**config.mk**
```make
export PLATFORM = sky130hd
export DESIGN_NAME = bcd_countdown_ctrl
export DESIGN_NICKNAME = d
export VERILOG_FILES = /design/src/rtl/bcd_countdown_pkg.sv /design/src/rtl/bcd_tick_div.sv /design/src/rtl/bcd_countdown_ctrl.sv
export SDC_FILE = /design/constraint.sdc
export NUM_CORES = 1
export LEC_CHECK = 0
export ABC_AREA = 1
export CELL_PAD_IN_SITES_DETAIL_PLACEMENT = 1
export CELL_PAD_IN_SITES_GLOBAL_PLACEMENT = 1
export CORE_MARGIN = 2
export CORE_UTILIZATION = 35
export DETAILED_ROUTE_END_ITERATION = 12
export PLACE_DENSITY_LB_ADDON = 0.1
export SLEW_MARGIN = 20
export SYNTH_ARGS = -nofsm -noshare
export SYNTH_HDL_FRONTEND = slang
export SYNTH_HIERARCHICAL = 1
export SYNTH_SLANG_ARGS = --single-unit
```
**constraint.sdc**
```tcl
create_clock -name CLK -period 3.8 [get_ports CLK]
set_input_delay 0.57 -clock CLK [delete_from_list [all_inputs] [get_ports CLK]]
set_output_delay 0.57 -clock CLK [all_outputs]
set_load 0.05 [all_outputs]
```
**src/rtl/bcd_countdown_pkg.sv**
```systemverilog
// Shared types and helpers for the BCD countdown sequencer.
// States, the BCD zero constant and a two-digit BCD validity check.
package bcd_countdown_pkg;

    typedef enum logic [2:0] {
        S_INIT,
        S_IDLE,
        S_LOAD,
        S_RUN,
        S_PAUSED
    } state_e;

    localparam logic [7:0] BCD_ZERO = 8'h00;

    function automatic logic is_bcd8(input logic [7:0] v);
        return (v[7:4] <= 4'd9) && (v[3:0] <= 4'd9);
    endfunction

endpackage

```
**src/rtl/bcd_tick_div.sv**
```systemverilog
// Count-tick prescaler: wraps every PRESCALE cycles, clearable and freezable.
// tick_o is high during the last cycle of each period.
module bcd_tick_div #(
    parameter int PRESCALE = 10,
    parameter int PW       = $clog2(PRESCALE)
) (
    input  logic clk_i,
    input  logic rst_ni,
    input  logic clr_i,
    input  logic hold_i,
    output logic tick_o
);

    localparam logic [PW-1:0] LAST = PW'(PRESCALE - 1);

    logic [PW-1:0] cnt_q;
    logic [PW-1:0] cnt_d;

    assign tick_o = (cnt_q == LAST);

    always_comb begin
        cnt_d = cnt_q;
        if (clr_i) begin
            cnt_d = '0;
        end else if (!hold_i) begin
            cnt_d = tick_o ? '0 : cnt_q + 1'b1;
        end
    end

    always_ff @(posedge clk_i or negedge rst_ni) begin
        if (!rst_ni) begin
            cnt_q <= '0;
        end else begin
            cnt_q <= cnt_d;
        end
    end

endmodule

```
**src/rtl/bcd_countdown_ctrl.sv**
```systemverilog
// Sequencer driving an external 2-digit BCD down counter via LD/EN/CS.
// Stops or reloads at 00 so the counter never wraps to 99.
module bcd_countdown_ctrl
    import bcd_countdown_pkg::*;
#(
    parameter  int PRESCALE = 10,
    localparam int PW       = $clog2(PRESCALE)
) (
    input  logic       CLK,
    input  logic       RSTN,
    input  logic       START,
    input  logic       PAUSE,
    input  logic       ABORT,
    input  logic       AUTO_RELOAD,
    input  logic [7:0] PRESET,
    input  logic [7:0] CNT_Q,
    output logic [7:0] CNT_D,
    output logic       CNT_LD,
    output logic       CNT_EN,
    output logic       CNT_CS,
    output logic       BUSY,
    output logic       PAUSED,
    output logic       DONE,
    output logic       ERR
);

    state_e     state_q, state_d;
    logic [7:0] preset_q, preset_d;
    logic       ld_q, ld_d, en_q, en_d, cs_q, cs_d;
    logic       busy_q, busy_d, paused_q, paused_d;
    logic       done_q, done_d, err_q, err_d;

    logic tick, div_clr, div_hold;
    logic in_run, abort_hit, start_hit, start_ok;
    logic stepping, tick_evt, q_zero;

    assign in_run    = (state_q == S_RUN) || (state_q == S_PAUSED);
    assign abort_hit = ABORT && (state_q != S_INIT);
    assign start_hit = START && !abort_hit &&
                       (state_q inside {S_IDLE, S_RUN, S_PAUSED});
    assign start_ok  = start_hit && is_bcd8(PRESET);
    // A PAUSED cycle with PAUSE low already counts, so a pause costs exactly its length
    assign stepping  = in_run && !abort_hit && !start_hit && !PAUSE;
    assign tick_evt  = stepping && tick;
    assign q_zero    = (CNT_Q == BCD_ZERO);

    assign div_clr  = !in_run || abort_hit || start_ok;
    assign div_hold = PAUSE || start_hit;

    bcd_tick_div #(
        .PRESCALE (PRESCALE),
        .PW       (PW)
    ) u_div (
        .clk_i  (CLK),
        .rst_ni (RSTN),
        .clr_i  (div_clr),
        .hold_i (div_hold),
        .tick_o (tick)
    );

    always_ff @(posedge CLK or negedge RSTN) begin
        if (!RSTN) begin
            state_q  <= S_INIT;
            preset_q <= BCD_ZERO;
            ld_q     <= 1'b0;
            en_q     <= 1'b0;
            cs_q     <= 1'b0;
            busy_q   <= 1'b0;
            paused_q <= 1'b0;
            done_q   <= 1'b0;
            err_q    <= 1'b0;
        end else begin
            state_q  <= state_d;
            preset_q <= preset_d;
            ld_q     <= ld_d;
            en_q     <= en_d;
            cs_q     <= cs_d;
            busy_q   <= busy_d;
            paused_q <= paused_d;
            done_q   <= done_d;
            err_q    <= err_d;
        end
    end

    always_comb begin
        state_d = state_q;
        if (state_q == S_INIT) begin
            state_d = S_IDLE;
        end else if (abort_hit) begin
            state_d = S_IDLE;
        end else if (start_ok) begin
            state_d = S_LOAD;
        end else if (!start_hit) begin
            case (state_q)
                S_LOAD: state_d = S_RUN;
                S_RUN, S_PAUSED: begin
                    if (PAUSE) begin
                        state_d = S_PAUSED;
                    end else if (tick_evt && q_zero && !AUTO_RELOAD) begin
                        state_d = S_IDLE;
                    end else begin
                        state_d = S_RUN;
                    end
                end
                default: state_d = state_q;
            endcase
        end
    end

    always_comb begin
        cs_d     = (state_q == S_INIT) || abort_hit;
        ld_d     = start_ok || (tick_evt && q_zero && AUTO_RELOAD);
        en_d     = tick_evt && !q_zero;
        done_d   = tick_evt && q_zero;
        err_d    = start_hit && !start_ok;
        busy_d   = state_d inside {S_LOAD, S_RUN, S_PAUSED};
        paused_d = (state_d == S_PAUSED);
        preset_d = start_ok ? PRESET : preset_q;
    end

    assign CNT_D  = preset_q;
    assign CNT_LD = ld_q;
    assign CNT_EN = en_q;
    assign CNT_CS = cs_q;
    assign BUSY   = busy_q;
    assign PAUSED = paused_q;
    assign DONE   = done_q;
    assign ERR    = err_q;

endmodule

```
== Word level (Yosys, flattened, before mapping) ==
Cells that the tools add are included.
Operators by class
  add/sub/neg operators: 1
  order comparisons: 2
  equality and inequality tests: 9
  mux-type cells: 10
  reduce and logical (&&, ||, !) cells: 33
Operators by type and width (number)
  3-bit 2-to-1 mux: 5
  1-bit logical AND: 14
  3-bit by 2-bit == test with 1-bit output (second input constant): 4
  4-bit 2-to-1 mux: 3
  3-bit nonzero test: 3
  4-bit <= comparator (second input constant): 2
  8-bit logical NOT: 1
  1-bit logical NOT: 7
  3-bit == test (second input constant): 2
  1-bit logical OR: 6
  3-bit case mux with 2 select lines: 1
  4-bit by 1-bit adder with 4-bit output (second input constant): 1
  4-bit == test (second input constant): 1
  3-bit by 1-bit == test with 1-bit output (second input constant): 1
  3-bit logical NOT: 1
  2-bit 2-to-1 mux: 1
  2-bit != test (second input constant): 1
  2-bit OR reduction: 1
Word-level totals
  bits in registers: 22
  output and inout bits: 15
  word-level logic and storage cells: 65

== Longest topological paths before layout ==
  depth in word-level cells: 20
  mapped depth: 14
  depth with buffers taken out: 13

== Modules after synthesis ==
Netlist, hierarchy kept.
By module, submodules not included
  bcd_countdown_ctrl: times used 1, cells an instance 110, area an instance 917.1 sq um, seq. area each 450.4 sq um
  bcd_tick_div: times used 1, cells an instance 38, area an instance 260.2 sq um, seq. area each 100.1 sq um

== Worst setup path before layout ==
OpenSTA, ideal clock, no wires.
  kind: input to register
  start point: input PRESET[2]
  end point: register u_div.cnt_q[3]
  setup time: 0.065 ns
  data arrival time: 1.713 ns
  slack: 2.022 ns
  cell stages on the path: 12
  path buffers: 1
  cell sequence: inv_1 -> a21oi_1 -> nor2_1 -> inv_1 -> nor2_4 -> inv_4 -> buf_6 -> nand3_1 -> or2_1 -> nor2_2 -> nand2_1 -> nand2_1
Between the ends
  cells in the longest elaborated chain, start to end: 5
Ends and longest elaborated chain
  start: declaration: line bcd_countdown_ctrl.sv:15  | input logic [7:0] PRESET,
  4-bit <= comparator *: line bcd_countdown_pkg.sv:16  | return (v[7:4] <= 4'd9) && (v[3:0] <= 4'd9);
  1-bit logical AND *: line bcd_countdown_pkg.sv:16
  1-bit logical AND *: line bcd_countdown_ctrl.sv:41  | assign start_ok = start_hit && is_bcd8(PRESET);
  1-bit logical OR *: line bcd_countdown_ctrl.sv:47  | assign div_clr = !in_run || abort_hit || start_ok;
  net div_clr: line bcd_countdown_ctrl.sv:33  | logic tick, div_clr, div_hold;
  2-bit != test (no source line) / 4-bit 2-to-1 mux (equally long branches)
  end signal: assignment: line bcd_tick_div.sv:34  | cnt_q <= cnt_d;
  end: declaration: line bcd_tick_div.sv:16  | logic [PW-1:0] cnt_q;
The timed path passes the listed nets; every way through them passes the cells marked *.
A chain may end at the register's enable or synchronous reset.

== Worst setup path in the final report ==
  start point: register preset_q[3], in the netlist CNT_D[3]
  end point: output CNT_D[3]
RTL lines
  start: declaration: line bcd_countdown_ctrl.sv:28  | logic [7:0] preset_q, preset_d;
  start signal: assignment: line bcd_countdown_ctrl.sv:74  | preset_q <= preset_d;
  end: declaration: line bcd_countdown_ctrl.sv:17  | output logic [7:0] CNT_D,
No word-level cell between the ends.

==> flow_metrics.env <==
export IMPL_hold_viol=0
export IMPL_post_cts_setup_buffers=0
export IMPL_antenna_found_initial=0
export IMPL_io_pin_count=37
export IMPL_dieArea_um2=3840
export IMPL_syn_avg_cell_area_um2=7.96
export IMPL_cts_buffer_depth=2
export IMPL_tightest_slew_ns=0.506
export IMPL_hpwlAfterDp_um=2230
export IMPL_synth_area_um2=1180
export IMPL_gpl_final_weighted_congestion=0.769
export IMPL_setup_violations=0
export IMPL_cts_hold_buf=0
export IMPL_p_leak_nw=0.824
export IMPL_use_met1_pct=20.2
export IMPL_fillers=414
export IMPL_cp_required_ns=3.23
export IMPL_synth_top_area_share_pct=46.8
export IMPL_area_growth_pct=37.2
export IMPL_start_util_pct=35.8
export IMPL_first_global_vias=1044
export IMPL_ys_seq_area_share_pct=46.8
export IMPL_grt_overflow_total=0
export IMPL_intPower_mw=0.448
export IMPL_htreeDepth=1
export IMPL_fin_ws_ns=1.72
export IMPL_fin_nets=212
export IMPL_ir_worst_vdd_mv=0.137
export IMPL_yosys_warnings=6
export IMPL_yosys_register_bits=22
export IMPL_min_path_type="in2async"
export IMPL_seqPwrFrac_pct=39.0
export IMPL_row_count=21
export IMPL_pwr_share_clk_pct=17.4
export IMPL_drt_iter0_drc=31
export IMPL_die_height_um=62
export IMPL_crit_slowest_cell="clkdlybuf4s50_1"
export IMPL_pre_cts_ws_ns=1.44
export IMPL_routedWlPerCell_um=11.5
export IMPL_layout_commonest_cell="nand2_1"
export IMPL_numPortBuffers=36
export IMPL_rsz0062_at_grt="false"
export IMPL_root_buffer="clkbuf_4"
export IMPL_path_cells="clkdlybuf4s50_1"
export IMPL_power_frac_comb_pct=43.6
export IMPL_min_period_over_period_pct=54.8
export IMPL_cp_max_fo=2
export IMPL_layout_common_cells="42 x nand2_1, 35 x clkdlybuf4s50_1, 24 x inv_1, 22 x dfrtp_1, 11 x nor2_1"
export IMPL_p_sw_share_pct=41.5
export IMPL_finalCriticalPeriod_ns=2.08
export IMPL_criticalPathCategory="reg2out"
export IMPL_fmax_mhz=480
export IMPL_worst_slew_margin_rel_pct=66.2
export IMPL_crit_buf_inv=1
export IMPL_grt_max_degree=23
export IMPL_wl_um=2680
export IMPL_end_kind="output pin"
export IMPL_crit_family="buffers and inverters"
export IMPL_clock_skew_ns=0.00603
export IMPL_synth_net_count=172
export IMPL_holdWs_ns=0.197
export IMPL_power_total_mw=0.765
export IMPL_slowest_delay_ns=0.81
export IMPL_insertion_delay_ns=0.32
export IMPL_maxCapViolCount=0
export IMPL_drive_gt1_share_pct=15.5
export IMPL_grtUsageMet3_pct=2.90
export IMPL_post_cts_resize_count=0
export IMPL_crit_path_start_kind="flop"
export IMPL_drcViolationCount=0
export IMPL_slew_violations=0
export IMPL_grt_use_met2_pct=28.0
export IMPL_yosysTopAreaCell="dfrtp_1"
export IMPL_grt_pass1_wl_um=4570
export IMPL_switchingPower_mw=0.317
export IMPL_synth_cell_type_count=22
export IMPL_num_vias=1049
export IMPL_numCtsBuffers=3
export IMPL_arrival_ns=1.51
export IMPL_setup_tns_ns=0
export IMPL_cts_tree="built"
export IMPL_synthCells=148
export IMPL_clk_pin_slew_ns=0.13
export IMPL_core_um2=3280
export IMPL_status="completed"
export IMPL_viasPerCell=4.50
export IMPL_synth_area_leaders="dfrtp_1 47%, nand2_1 13%, inv_1 7.7%"
export IMPL_diodes=0
export IMPL_grt_busiest_layer="met2"
export IMPL_grt_usage_pct=16.3
export IMPL_drtPass1Iterations=3
export IMPL_drtAntennaViolNets=0
export IMPL_cts_sinks=22
export IMPL_die_x_um=62
export IMPL_power_density_nw_per_um2=474
==> synthesized netlist by cell type <==
| master | n |
|---|---|
| nand3_1 | 10 |
| clkinv_1 | 1 |
| nor2_1 | 11 |
| dfrtp_1 | 22 |
| nor3_1 | 1 |
| nand2_4 | 2 |
| o21ai_1 | 1 |
| nand2_1 | 42 |
| nand4_1 | 2 |
| nand2_2 | 4 |
| nand3_4 | 1 |
| nor2_2 | 6 |
| inv_1 | 24 |
| a21oi_1 | 4 |
| o21ai_0 | 2 |
| nor2_4 | 1 |
| buf_6 | 1 |
| inv_4 | 1 |
| inv_2 | 2 |
| or2_1 | 1 |
| ha_1 | 2 |
| o21ai_2 | 7 |
==> routing by layer <==
metal | part of all wire, % | vias to the layer above
met5 | 0 | -
met4 | 1.7 | 0
met2 | 50 | 26
li1 | - | 529
met3 | 4.7 | 5
met1 | 43 | 489
==> cells by family after synthesis <==
group | Yosys count | synth area share, %
buffers and inverters | 29 | 10.1
adders and majority gates | 2 | 2.13
and+or+nand+nor | 81 | 32.8
AOI/OAI and AO/OA | 14 | 8.18
DFF | 22 | 46.8
==> flip-flops by register name, summed over array words and instances, names as in the netlist <==
register     cells
PAUSED           1
BUSY             1
DONE             1
state_q          3
CNT_D            8
u_div/cnt_q      4
CNT_LD           1
CNT_EN           1
CNT_CS           1
ERR              1
==> layout make-up <==
cell class | count | area (um2) | share of cell area [%]
multi-input combinational | 97 | 508 | 31.4
sequential | 22 | 551 | 34.1
tap | 46 | 57.6 | 3.56
clock buffer | 4 | 36.3 | 2.25
timing repair buffer | 36 | 355 | 22.0
inverter | 28 | 108 | 6.66
==> path summary, 6_finish.rpt <==
check	cells past startpoint	from	endpoint	slack, ns
worst max-delay path	1	CNT_D[3]	CNT_D[3]	1.72
worst min-delay path	1	RSTN	CNT_D[0]	0.20
worst max register to register	13	state_q[0]	u_div/cnt_q[2]	1.98
worst min register to register	2	CNT_D[0]	CNT_D[0]	0.49
max in group asynchronous	1	RSTN	CNT_EN	3.27
min in group CLK	2	CNT_D[0]	CNT_D[0]	0.49
==> power groups by stage <==
stage               clock network, mW  logic [mW]  registers [mW]
floorplan                           0      0.0904           0.428
global placement                    0       0.333           0.300
detailed placement                  0       0.338           0.304
CTS                             0.137       0.339           0.299
global route                    0.146       0.363           0.302
finish                          0.133       0.333           0.298
==> per-stage QoR <==
stage                     cells  util (%)  area [um2]
after CTS                   233      49.3        1620
final                       233      49.2        1620
after global routing        233      49.2        1620
after floorplan             148         -        1180
after global placement      229      48.2        1580
after detailed placement    229      48.2        1580
No activity file was read; power rests on OpenSTA's default activity.
